$ cat src/rtl/ram512x32_arb_pkg.sv
// Shared types and constants for the two-port SRAM arbiter.
package ram512x32_arb_pkg;

  typedef enum logic {IDLE = 1'b0, RESP = 1'b1} arb_state_t;

  localparam logic PORT_IBUS = 1'b0;
  localparam logic PORT_DBUS = 1'b1;

  localparam int RAM_AW = 9;
  localparam int RAM_DW = 32;

endpackage

$ cat src/rtl/ram512x32_arb_arb2_rr.sv
// Two-input arbiter: round-robin (RR=1) or fixed priority to index 1 (RR=0).
// Combinational grant; last-granted index is registered whenever the grant is taken.
module arb2_rr
  import ram512x32_arb_pkg::*;
#(
  parameter bit RR = 1'b1
) (
  input  logic       clk,
  input  logic       rst_n,
  input  logic [1:0] req,
  input  logic       take,
  output logic       gnt,
  output logic       any
);

  logic last_q;

  always_comb begin
    any = |req;
    gnt = PORT_IBUS;
    if (req[PORT_DBUS] && req[PORT_IBUS]) begin
      // Under contention, round-robin hands the grant to whoever did not win last.
      gnt = RR ? ~last_q : PORT_DBUS;
    end else if (req[PORT_DBUS]) begin
      gnt = PORT_DBUS;
    end
  end

  always_ff @(posedge clk or negedge rst_n) begin
    if (!rst_n) begin
      last_q <= PORT_DBUS;
    end else if (take) begin
      last_q <= gnt;
    end
  end

endmodule

$ cat src/rtl/ram512x32_arb.sv
// Sequencer for the shared 512x32 SRAM: one access issued in IDLE, acked in RESP.
// Latency 1 cycle from issue to ack; one access per 2 cycles; losers hold stb.
module ram512x32_arb
  import ram512x32_arb_pkg::*;
#(
  parameter bit RR = 1'b1
) (
  input  logic              clk_i,
  input  logic              rst_in,
  input  logic              ibus_stb_i,
  input  logic [RAM_AW-1:0] ibus_adr_i,
  output logic              ibus_ack_o,
  output logic [RAM_DW-1:0] ibus_rdat_o,
  input  logic              dbus_stb_i,
  input  logic              dbus_we_i,
  input  logic [3:0]        dbus_sel_i,
  input  logic [RAM_AW-1:0] dbus_adr_i,
  input  logic [RAM_DW-1:0] dbus_wdat_i,
  output logic              dbus_ack_o,
  output logic [RAM_DW-1:0] dbus_rdat_o,
  output logic              ram_wen_o,
  output logic [3:0]        ram_sel_o,
  output logic [RAM_AW-1:0] ram_adr_o,
  output logic [RAM_DW-1:0] ram_dat_o,
  input  logic [RAM_DW-1:0] ram_dat_i
);

  arb_state_t        state_q;
  arb_state_t        state_d;
  logic              grant_q;
  logic              gnt;
  logic              any;
  logic              take;
  logic              wen;
  logic [3:0]        sel;
  logic [RAM_AW-1:0] adr;
  logic [RAM_DW-1:0] dat;

  arb2_rr #(
    .RR(RR)
  ) u_arb (
    .clk  (clk_i),
    .rst_n(rst_in),
    .req  ({dbus_stb_i, ibus_stb_i}),
    .take (take),
    .gnt  (gnt),
    .any  (any)
  );

  always_comb begin
    state_d = state_q;
    take    = 1'b0;
    wen     = 1'b0;
    sel     = '0;
    adr     = '0;
    dat     = '0;
    case (state_q)
      IDLE: begin
        if (any) begin
          take    = 1'b1;
          state_d = RESP;
          if (gnt == PORT_DBUS) begin
            adr = dbus_adr_i;
            if (dbus_we_i) begin
              wen = 1'b1;
              sel = dbus_sel_i;
              dat = dbus_wdat_i;
            end
          end else begin
            adr = ibus_adr_i;
          end
        end
      end
      RESP: begin
        // The acked master still holds stb this cycle, so nothing may issue here.
        state_d = IDLE;
      end
    endcase
  end

  always_ff @(posedge clk_i or negedge rst_in) begin
    if (!rst_in) begin
      state_q <= IDLE;
      grant_q <= PORT_IBUS;
    end else begin
      state_q <= state_d;
      if (take) begin
        grant_q <= gnt;
      end
    end
  end

  // Write strobes are gated by reset directly so nothing can be written while it is held.
  assign ram_wen_o   = wen & rst_in;
  assign ram_sel_o   = sel & {4{rst_in}};
  assign ram_adr_o   = adr;
  assign ram_dat_o   = dat;

  assign ibus_ack_o  = (state_q == RESP) && (grant_q == PORT_IBUS);
  assign dbus_ack_o  = (state_q == RESP) && (grant_q == PORT_DBUS);
  assign ibus_rdat_o = ram_dat_i;
  assign dbus_rdat_o = ram_dat_i;

endmodule

$ cat config.mk
export PLATFORM = sky130hd
export DESIGN_NAME = ram512x32_arb
export DESIGN_NICKNAME = d
export VERILOG_FILES = /design/src/rtl/ram512x32_arb_pkg.sv /design/src/rtl/ram512x32_arb_arb2_rr.sv /design/src/rtl/ram512x32_arb.sv
export SDC_FILE = /design/constraint.sdc
export NUM_CORES = 1
export LEC_CHECK = 0
export BUFFER_PORTS_ARGS = -buffer_cell sky130_fd_sc_hd__buf_2
export CORE_AREA = 5 5 76 78
export CTS_BUF_LIST = sky130_fd_sc_hd__clkbuf_2 sky130_fd_sc_hd__clkbuf_4 sky130_fd_sc_hd__clkbuf_8
export DETAILED_ROUTE_END_ITERATION = 6
export DIE_AREA = 0 0 81 83
export GPL_ROUTABILITY_DRIVEN = 0
export PLACE_DENSITY = 0.85
export SLEW_MARGIN = 5
export SYNTH_ARGS = -nofsm -noshare
export SYNTH_HDL_FRONTEND = slang
export SYNTH_HIERARCHICAL = 1
export SYNTH_SLANG_ARGS = --single-unit
export TNS_END_PERCENT = 20
$ cat constraint.sdc
create_clock -name clk_i -period 1.5 [get_ports clk_i]
set_clock_uncertainty 0.1 [all_clocks]
set_input_delay 0.3 -clock clk_i [delete_from_list [all_inputs] [get_ports clk_i]]
set_output_delay 0.3 -clock clk_i [all_outputs]
set_load 0.02 [all_outputs]
# Word-level counts from Yosys, hierarchy flattened
# Cells that the tools add are included.
[word_totals]
regBits = 3
in_bits = 91
output_inout_bits = 112
wordCells = 32
[classes]
n_mux = 20
bitwise_logic = 5
n_reduce_logical = 4
[op_table]
columns = ["operator", "count"]
rows = [
  ["32-bit two-way mux", 4],
  ["9-bit two-way mux", 3],
  ["4-bit two-way mux", 4],
  ["1-bit two-way mux", 8],
  ["4-bit AND", 1],
  ["1-bit logical AND", 3],
  ["1-bit inverter", 3],
  ["1-bit one-hot mux with 2 select lines", 1],
  ["2-bit OR reduction", 1],
  ["1-bit AND", 1],
]

# Logic depth before layout (Yosys ltp)
[depth]
depth_word = 6
depth_mapped = 5
mapped_depth_nobuf = 4

# By module
# Netlist, hierarchy kept.
[by_module_without_submodules]
columns = ["module", "n_inst", "cells_each", "area_each_um2", "seq_area_each_um2"]
rows = [
  ["ram512x32_arb", 1, 133, 1086.0, 50.0],
  ["arb2_rr", 1, 4, 58.8, 26.3],
]

# Least setup slack after synthesis
# No wires, ideal clock.
[synth_path]
path_type = "reg-to-output"
start = "register u_arb.last_q"
end = "output port ram_dat_o[10]"
t_arrival_ps = 1208
setup_slack_ps = -108
stages_incl_launch_ff = 6
path_buffers = 2
path_cell_list = "dfstp_2 a21boi_2 and4b_1 buf_6 buf_12 and2_4"
[synth_via]
elab_chain_len = 5
[synth_lines]
columns = ["element", "line_no", "text"]
rows = [
  ["start, declared", "ram512x32_arb_arb2_rr.sv:16", "logic last_q;"],
  ["start signal, assigned", "ram512x32_arb_arb2_rr.sv:33", "last_q <= gnt;"],
  ["1-bit inverter", "ram512x32_arb_arb2_rr.sv:23", "gnt = RR ? ~last_q : PORT_DBUS;"],
  ["1-bit two-way mux", "ram512x32_arb_arb2_rr.sv:21", "if (req[PORT_DBUS] && req[PORT_IBUS]) begin"],
  ["net gnt", "ram512x32_arb.sv:31", "logic gnt;"],
  ["32-bit two-way mux", "ram512x32_arb.sv:62", "if (gnt == PORT_DBUS) begin"],
  ["32-bit two-way mux", "ram512x32_arb.sv:59", "if (any) begin"],
  ["32-bit two-way mux", "ram512x32_arb.sv:57", "case (state_q)"],
  ["end, declared", "ram512x32_arb.sv:24", "output logic [RAM_DW-1:0] ram_dat_o,"],
]
# The timed path passes the listed nets, and every way through them passes these cells.

# Worst setup path after layout
[layout_path]
start = "register u_arb.last_q"
end = "output port ram_sel_o[0]"
[layout_via]
elab_chain_len = 6
[layout_lines]
columns = ["element", "line_no", "text"]
rows = [
  ["1-bit inverter", "ram512x32_arb_arb2_rr.sv:23", ""],
  ["1-bit two-way mux", "ram512x32_arb_arb2_rr.sv:21", ""],
  ["net gnt", "ram512x32_arb.sv:31", ""],
  ["4-bit two-way mux", "ram512x32_arb.sv:62", ""],
  ["4-bit two-way mux", "ram512x32_arb.sv:59", ""],
  ["4-bit two-way mux", "ram512x32_arb.sv:57", ""],
  ["4-bit AND", "ram512x32_arb.sv:95", "assign ram_sel_o = sel & {4{rst_in}};"],
  ["end, declared", "ram512x32_arb.sv:22", "output logic [3:0] ram_sel_o,"],
]
# The timed path passes the listed nets, and every way through them passes these cells.

==> run summary <==
status = complete, but fails checks
failing checks = setup timing
Setup violations, final = 46
Post-synth EDFFs = 0
Critical Path Source Type = register
nets@finish = 278
die area = 6723 um2
worst hold slack = 378.4 ps
Die X = 81 um
Synth Instances = 137
crit share post-route = 128.7%
DR WL/cell = 13.27 um
commonest non-fill, non-tap cell in the layout = buf_2
H-Tree Depth = 1
Reg area = 76.32 um2
ANT cells = 0
min-delay worst type = input port to asynchronous set/reset pin
DR iter-0 viols = 2
Synth async-reset ratio = 100.0%
number of buffers inserted by port buffering = 106
fin. max-slew vios = 0
minimum clock period after layout = 1931 ps
CTS clock-pin slew for the worst setup and hold paths = 30 ps
peak fanout along the critical path = 8
deepest clock path buffer count = 2
DRC = 0
Fillers = 530
met1 GRT Util = 7.263%
Syn Nets = 228
met3 GRT Util = 6.494%
Syn Area/Cell = 8.357 um2
post-layout worst setup margin = -431.0 ps
Most used DFF post-synth = dfrtp_1
clk sinks = 3
largest net degree at the start of global routing = 31
Yosys warning total = 6
vias in the first global route = 1,004
slowest CP cell = dfstp_2
Total Power = 0.8631 mW
Max IR drop VDD = 0.5509 mV
CP required = 1100 ps
Worst Tran Pin Value = 177.8 ps
leading cell types in the layout, fill and taps excluded = buf_2 (69), buf_6 (37), and2_4 (31)
type of the worst setup path = register to primary output
Mapped Area = 1145 um2
Final Hold Vio Count = 0
sequential area share after synthesis = 6.667%
post-synthesis register bit count = 3
Final ANT Viol Nets = 0
busiest layer in global routing = met2
Area Growth Syn to Fin = 43.93%
Max-Cap Viols = 0
worst-path cell chain = a21boi_2, and4b_4, buf_12, and3_1, buf_4
row count = 26
first-pass GRT wire length = 4.491 mm
gr ovfl total = 0
TritonCTS Buffers = 3
Max Freq = 0.5179 GHz
GRT Util Overall = 8.239%
Clk Latency, worst-skew pair = 220 ps
met2 usage = 13.74%
Pwr Density = 523.8 nW/um2
CP endpoint kind = primary output
via count = 994
P_leak = 0.8972 nW
root buffer cell = clkbuf_8
Synth cell types = 19
initial core utilization = 22.85%
Die H = 83 um
Ports = 203
Worst slew margin = 87.81%
vias per cell = 3.883
initial antenna violation count = 0
RSZ-0062 raised after global routing = yes
Routed WL = 3.397 mm
CTS tree = built
TritonRoute pass-1 iters = 2
Worst EP arrival = 1530 ps
Multi-input gate area = 539.3 um2
core footprint = 5010 um2
share of cells above drive strength 1 = 88.71%
Max stage delay on crit path = 530 ps
HPWL after DPL = 2.549 mm
-- what timing repair did --
action                     4_1_cts  5_1_grt
gates resized for setup          0       78
gates cloned                     0        3
hold buffers                     1        0
hold endpoints to repair         3        0
pin swaps                        1        2
setup buffers                    0        0
setup endpoints to repair       46       46
-- registers in the layout, indices dropped and copies added, names as in the netlist --
name	flops
u_arb/last_q	1
state_q	1
grant_q	1
-- synthesized netlist by cell type, types with 2 or more instances --
| cell type | count | area, um2 |
|---|---|---|
| buf_4 | 64 | 480.5 |
| and2_4 | 30 | 262.8 |
| mux2i_1 | 9 | 90.09 |
| nor2_1 | 9 | 33.78 |
| and2_1 | 4 | 25.02 |
| and3_1 | 4 | 25.02 |
| buf_12 | 3 | 60.06 |
| buf_2 | 2 | 10.01 |
| dfrtp_1 | 2 | 50.05 |
-- worst max-delay path, delay by kind of cell (launching register included) --
family / cells / cell delay, ps
buffers and inverters: 2 / 300
AO/OA/AOI/OAI: 1 / 60
flip-flops: 1 / 530
AND/OR/NAND/NOR: 2 / 420
-- report_power, final --
| group | internal (mW) | total [mW] | switching (mW) |
|---|---|---|---|
| Sequential | 0.102 | 0.113 | 0.0116 |
| Clock | 0.199 | 0.256 | 0.0565 |
| Combinational | 0.265 | 0.494 | 0.229 |
-- worst paths after layout --
kind | from | slack [ps] | endpoint | depth (start not counted)
worst max-delay path | u_arb/last_q | -430 | ram_sel_o[0] | 5
worst min-delay path | rst_in | 380 | grant_q | 2
worst max register to register | state_q | 130 | grant_q | 4
worst min register to register | grant_q | 430 | grant_q | 1
max in group asynchronous | rst_in | 710 | u_arb/last_q | 2
min in group clk_i | grant_q | 430 | grant_q | 1
-- cell type report --
| cell class | instances | share of cell area, % |
|---|---|---|
| Inverter | 1 | 0.2278 |
| Timing Repair Buffer | 115 | 54.14 |
| Tap cell | 70 | 5.315 |
| Multi-Input combinational cell | 63 | 32.73 |
| Sequential cell | 3 | 4.632 |
| Clock buffer | 4 | 2.961 |
-- cell families (layout without fill, tap and decap cells) --
kind of cell,Yosys count,count (layout),share of synthesized area (%)
buf+inv,71,120,49.40
simple gates,51,51,32.79
mux,11,11,10.16
flops,3,3,6.667
compound gates,1,1,0.9835
-- routing by layer --
layer  vias up  share of wire [%]
met4         0               0.91
met2       122                 49
li1        456                  -
met3         4                 18
met5         -                  0
met1       412                 31
-- through the flow --
stage          area (um2)  TNS, ps  cells  setup slack, ps  utilization [%]
6_report             1648   -16700    256           -431.0            32.89
3_3_place_gp         1289    -8864    248           -252.2            25.72
2_1_floorplan        1170    -2229    137           -66.49                -
4_1_cts              1348   -17070    253           -436.5            26.90
5_1_grt              1648   -19880    256           -493.4            32.89
3_5_place_dp         1289    -9641    248           -278.9            25.72
Note: power is estimated with default switching activity, not from simulation.
